## config.mk

```make
export PLATFORM = sky130hd
export DESIGN_NAME = serial_rx
export DESIGN_NICKNAME = d
export VERILOG_FILES = /design/src/rtl/serial_rx.sv
export SDC_FILE = /design/constraint.sdc
export NUM_CORES = 1
export LEC_CHECK = 0
export BUFFER_PORTS_ARGS = -buffer_cell sky130_fd_sc_hd__clkbuf_2
export CAP_MARGIN = 20
export CORE_ASPECT_RATIO = 0.8
export CORE_MARGIN = 2
export CORE_UTILIZATION = 45
export DETAILED_ROUTE_END_ITERATION = 8
export HOLD_SLACK_MARGIN = 0.05
export PLACE_DENSITY = 0.73
export SYNTH_ARGS = -nofsm -noshare
export SYNTH_HDL_FRONTEND = slang
export SYNTH_SLANG_ARGS = --single-unit
```

## constraint.sdc

```tcl
create_clock -name clk_in -period 1.7 [get_ports clk_in]
set_input_delay 0.255 -clock clk_in [delete_from_list [all_inputs] [get_ports clk_in]]
set_output_delay 0.255 -clock clk_in [all_outputs]
set_load 0.01 [all_outputs]
```

## src/rtl/serial_rx.sv

```systemverilog
// UART 8N1 receiver: 2-FF synchroniser, oversampled 3-sample majority vote,
// start-glitch rejection and a one-entry valid/ready output buffer.
module serial_rx #(
   parameter int unsigned CLK_HZ     = 100_000_000,
   parameter int unsigned BAUD       = 115200,
   parameter int unsigned OVERSAMPLE = 16,
   parameter int unsigned DATA_BITS  = 8
) (
   input  logic                 clk_in,
   input  logic                 rst_in,
   input  logic                 rx_in,
   output logic [DATA_BITS-1:0] data_out,
   output logic                 valid_out,
   input  logic                 ready_in,
   output logic                 frame_err_out,
   output logic                 overrun_out,
   output logic                 busy_out
);

   localparam int unsigned DIV    = CLK_HZ / (BAUD * OVERSAMPLE);
   localparam int unsigned DIV_W  = (DIV > 1) ? $clog2(DIV) : 1;
   localparam int unsigned TICK_W = $clog2(OVERSAMPLE);
   localparam int unsigned BIT_W  = $clog2(DATA_BITS + 1);

   localparam logic [DIV_W-1:0]  DIV_LAST = DIV_W'(DIV - 1);
   localparam logic [TICK_W-1:0] T_S0     = TICK_W'(OVERSAMPLE / 2 - 1);
   localparam logic [TICK_W-1:0] T_S1     = TICK_W'(OVERSAMPLE / 2);
   localparam logic [TICK_W-1:0] T_DEC    = TICK_W'(OVERSAMPLE / 2 + 1);
   localparam logic [TICK_W-1:0] T_LAST   = TICK_W'(OVERSAMPLE - 1);
   localparam logic [BIT_W-1:0]  BIT_LAST = BIT_W'(DATA_BITS);

   typedef enum logic [2:0] {S_IDLE, S_START, S_DATA, S_STOP, S_BREAK} state_t;

   state_t               state, state_next;
   logic                 rx_s1, rx_s2, rx_prev;
   logic [DIV_W-1:0]     div_cnt;
   logic [TICK_W-1:0]    tick_cnt;
   logic [BIT_W-1:0]     bit_cnt;
   logic                 smp0, smp1;
   logic [DATA_BITS-1:0] shreg;
   logic                 fall, tick, dec, bit_end, maj;
   logic                 deliver, ferr;

   always_ff @(posedge clk_in or negedge rst_in) begin
      if (!rst_in) begin
         rx_s1   <= 1'b1;
         rx_s2   <= 1'b1;
         rx_prev <= 1'b1;
      end else begin
         rx_s1   <= rx_in;
         rx_s2   <= rx_s1;
         rx_prev <= rx_s2;
      end
   end

   assign fall    = rx_prev & ~rx_s2;
   assign tick    = (div_cnt == DIV_LAST);
   assign dec     = tick & (tick_cnt == T_DEC);
   assign bit_end = tick & (tick_cnt == T_LAST);
   // third vote is the live synced sample on the decision tick
   assign maj     = (smp0 & smp1) | (smp0 & rx_s2) | (smp1 & rx_s2);

   // Timing counters sit at zero in IDLE, so they restart on the start edge.
   always_ff @(posedge clk_in or negedge rst_in) begin
      if (!rst_in) begin
         div_cnt  <= '0;
         tick_cnt <= '0;
         bit_cnt  <= '0;
         smp0     <= 1'b1;
         smp1     <= 1'b1;
         shreg    <= '0;
      end else if (state == S_IDLE) begin
         div_cnt  <= '0;
         tick_cnt <= '0;
         bit_cnt  <= '0;
      end else begin
         div_cnt <= tick ? '0 : div_cnt + 1'b1;
         if (tick) begin
            tick_cnt <= (tick_cnt == T_LAST) ? '0 : tick_cnt + 1'b1;
            if (tick_cnt == T_S0) smp0 <= rx_s2;
            if (tick_cnt == T_S1) smp1 <= rx_s2;
         end
         if (dec && state == S_DATA) begin
            shreg   <= {maj, shreg[DATA_BITS-1:1]};
            bit_cnt <= bit_cnt + 1'b1;
         end
      end
   end

   always_ff @(posedge clk_in or negedge rst_in) begin
      if (!rst_in) state <= S_IDLE;
      else         state <= state_next;
   end

   always_comb begin
      state_next = state;
      unique case (state)
         S_IDLE:  if (fall) state_next = S_START;
         S_START: begin
            if (dec && maj)   state_next = S_IDLE;
            else if (bit_end) state_next = S_DATA;
         end
         S_DATA:  if (bit_end && bit_cnt == BIT_LAST) state_next = S_STOP;
         S_STOP:  if (dec) state_next = maj ? S_IDLE : S_BREAK;
         S_BREAK: if (rx_s2) state_next = S_IDLE;
         default: state_next = S_IDLE;
      endcase
   end

   always_comb begin
      deliver = (state == S_STOP) & dec & maj;
      ferr    = (state == S_STOP) & dec & ~maj;
   end

   always_ff @(posedge clk_in or negedge rst_in) begin
      if (!rst_in) begin
         data_out      <= '0;
         valid_out     <= 1'b0;
         frame_err_out <= 1'b0;
         overrun_out   <= 1'b0;
         busy_out      <= 1'b0;
      end else begin
         frame_err_out <= ferr;
         overrun_out   <= 1'b0;
         busy_out      <= (state_next != S_IDLE);
         if (deliver) begin
            if (!valid_out || ready_in) begin
               data_out  <= shreg;
               valid_out <= 1'b1;
            end else begin
               overrun_out <= 1'b1;
            end
         end else if (valid_out && ready_in) begin
            valid_out <= 1'b0;
         end
      end
   end

endmodule

```

==> results.sh <==
export IMPL_grt_pass1_wl_um=6900
export IMPL_synth_common_cells="dfrtp_1, nor2_1, mux2_2, inv_1, nand2_1"
export IMPL_synthesis_nets=172
export IMPL_dpl_cell_count=259
export IMPL_cts_path_max_buffers=2
export IMPL_dp_slack_ns=-0.126
export IMPL_synthArstFlopShare_pct=100
export IMPL_hold_viol=0
export IMPL_wire_per_inst_um=14.2
export IMPL_final_area_mm2=0.00260
export IMPL_endpoint="busy_out"
export IMPL_syn_inst=161
export IMPL_maxCapViolCount=0
export IMPL_grt_max_degree=17
export IMPL_num_rows=21
export IMPL_utilization_pct=62.6
export IMPL_finalCriticalPeriod_ns=1.85
export IMPL_port_buffers=15
export IMPL_ir_drop_mv=0.500
export IMPL_grtUsageTotal_pct=17.9
export IMPL_ys_flop_type="dfrtp_1"
export IMPL_outcome="finished with violations"
export IMPL_post_synth_fa_ha_maj_area_fraction_pct=5.05
export IMPL_netlist_area_mm2=0.00193
export IMPL_cts_max_level=2
export IMPL_yosysTopAreaCellShare_pct=47.9
export IMPL_syn_area_per_cell_um2=12.0
export IMPL_die_area_mm2=0.00484
export IMPL_worstSetupPathType="flip-flop to flip-flop"
export IMPL_period_share_pct=109
export IMPL_synth_top_family_by_area="simple AND/OR/NAND/NOR gates"
export IMPL_synth_seq_cells=42
export IMPL_reg2reg_slack_ns=-0.15
export IMPL_synthXorXnorAreaFrac_pct=3.17
export IMPL_start_util_pct=46.5
export IMPL_antenna_cells=0
export IMPL_rsz0062_at_grt="true"
export IMPL_synth_edf_count=0
export IMPL_drc=0
export IMPL_cts_tree="yes"
export IMPL_path_max_fanout=4
export IMPL_slew_viol_final=0
export IMPL_synth_area_top_cells="dfrtp_1, dfstp_2, mux2_2"
export IMPL_critical_path_arrival_ns=2.02
export IMPL_first_iter_violations=63
export IMPL_dp_hpwl_um=2800
export IMPL_worst_pin_slew_ns=0.456
export IMPL_antenna_found_initial=0
export IMPL_synthMuxAreaShare_pct=12.0
export IMPL_yosysMostFrequentCell="dfrtp_1"
export IMPL_synth_compound_area_share_pct=4.60
export IMPL_finalSetupViolCount=16
export IMPL_drive_above_1_share_pct=46.6
export IMPL_start_kind="flip-flop"
export IMPL_num_vias=1412
export IMPL_dieWidth_um=77.3
export IMPL_clock_sinks=42
export IMPL_synth_area_leader_cell="dfrtp_1"
export IMPL_grt_pass1_vias=1493
export IMPL_core_mm2=0.00415
export IMPL_reg2reg_depth=6
export IMPL_die_y_um=62.6
export IMPL_layoutNonFillerInstCount=276
export IMPL_fillers=334
export IMPL_clock_tree_root_cell="clkbuf_8"
export IMPL_fin_skew_ns=0.00705
export IMPL_gr_total_overflow=0
export IMPL_finalSetupTns_ns=-1.38
export IMPL_yosys_warnings=0
export IMPL_crit_path_start="div_cnt[1]"
export IMPL_reg2reg_from="div_cnt[1]"
export IMPL_firstDrtPassIters=4
export IMPL_viasPerCell=5.12
export IMPL_ant_nets=0
export IMPL_ys_seq_area_share_pct=54.7
export IMPL_placed_cell_area_mm2=0.00229
export IMPL_violations="setup timing"
export IMPL_gp_congestion=0.952
export IMPL_cp_required_ns=1.87
export IMPL_clkLatencyLatePin_ns=0.30
export IMPL_pwr_density_cell_mw_per_mm2=847
export IMPL_end_kind="flip-flop"
export IMPL_synth_simple_gate_area_share_pct=17.9
export IMPL_p_leak_nw=1.23
export IMPL_cts_buffers=5
export IMPL_hold_path_class="primary input to flip-flop"
export IMPL_synth_cell_types=42
export IMPL_area_growth_pct=34.5
export IMPL_max_freq_mhz=540
export IMPL_ios=16
export IMPL_r2r_end="busy_out"
export IMPL_drt_wl_total_um=3920
export IMPL_slew_headroom_pct=69.3
export IMPL_clk_pin_slew_ns=0.08
export IMPL_fin_ws_ns=-0.151
export IMPL_nets=229
-- layout make-up --
cell class	instances	area, µm²	area share [%]
sequential	42	1060	40.7
multi-input combinational	109	966	37.2
timing repair buffer	52	378	14.5
clock buffer	6	82.6	3.18
tap	57	71.3	2.75
inverter	8	30.0	1.16
clock inverter	2	12.5	0.482
-- repair_timing --
item,in CTS,in global routing
endpoints found under the setup margin,19,24
buffers inserted,4,2
endpoints found under the hold margin,10,0
hold buffers,2,0
gates resized for setup,11,17
gates cloned,1,0
pin swaps,3,7
-- critical path, cell delays in order, from the launching register on --
cell and delay, ns:
dfrtp_1 0.39, inv_1 0.06, ha_2 0.18, and4b_2 0.27, nand4_1 0.09, a32o_1 0.24, or4b_1 0.49
-- sequential cells by signal, summed over array words and instances, names as in the netlist, 3 cells and up --
| signal | flops |
|---|---|
| data_out | 8 |
| shreg | 8 |
| div_cnt | 6 |
| bit_cnt | 4 |
| tick_cnt | 4 |
| state | 3 |
-- worst min path at each step --
stage,endpoint,slack (ns),start,cells after the start
floorplan,bit_cnt[0],-0.04,rst_in,0
global placement,bit_cnt[3],0.18,rst_in,1
detailed placement,bit_cnt[2],0.19,rst_in,1
CTS,overrun_out,0.25,ready_in,3
global route,overrun_out,0.28,ready_in,3
finish,overrun_out,0.25,ready_in,3
-- where the power goes --
group	leakage, nW	internal [mW]	switching (mW)	total, mW
registers	0.554	1.07	0.0556	1.13
clock network	0.0472	0.326	0.342	0.668
logic	0.625	0.220	0.186	0.407
total	1.23	1.62	0.584	2.20
-- stage by stage --
stage / hold slack (ns) / total power [mW]
after floorplan: -0.0406 / 1.30
after global placement: 0.182 / 1.47
after detailed placement: 0.189 / 1.48
after CTS: 0.251 / 2.17
after global routing: 0.283 / 2.32
final: 0.251 / 2.20
-- metal layers --
metal  vias to the layer above  global-route usage, %  routed length (µm)
met5                         -                      0                   0
met4                         0                   5.36                  46
met3                         5                   4.34                 107
met2                        15                   29.3                1900
met1                       709                   23.7                1870
li1                        683                      -                   -
-- cell usage in the layout, fill, tap and decap left out, types with 3 or more instances in the layout --
cell / n
buf_4: 32
clkbuf_2: 15
clkbuf_8: 6
dfrtp_1: 37
dfstp_2: 5
ha_1: 5
inv_1: 7
mux2_2: 5
mux2_4: 13
nand2_1: 6
nand3_1: 5
nand4_1: 3
nor2_1: 12
nor3_1: 3
o21ai_0: 4
or3_4: 4
xnor2_1: 4
xor2_1: 3
-- kinds of logic (layout without fill, tap and decap cells) --
kind of cell | after synthesis | after routing
compound gates | 15 | 15
xor+xnor | 7 | 7
fa+ha+maj | 8 | 8
buf+inv | 11 | 68
flops | 42 | 42
mux | 19 | 19
simple gates | 59 | 60
Power figures use the tool's default switching activity.
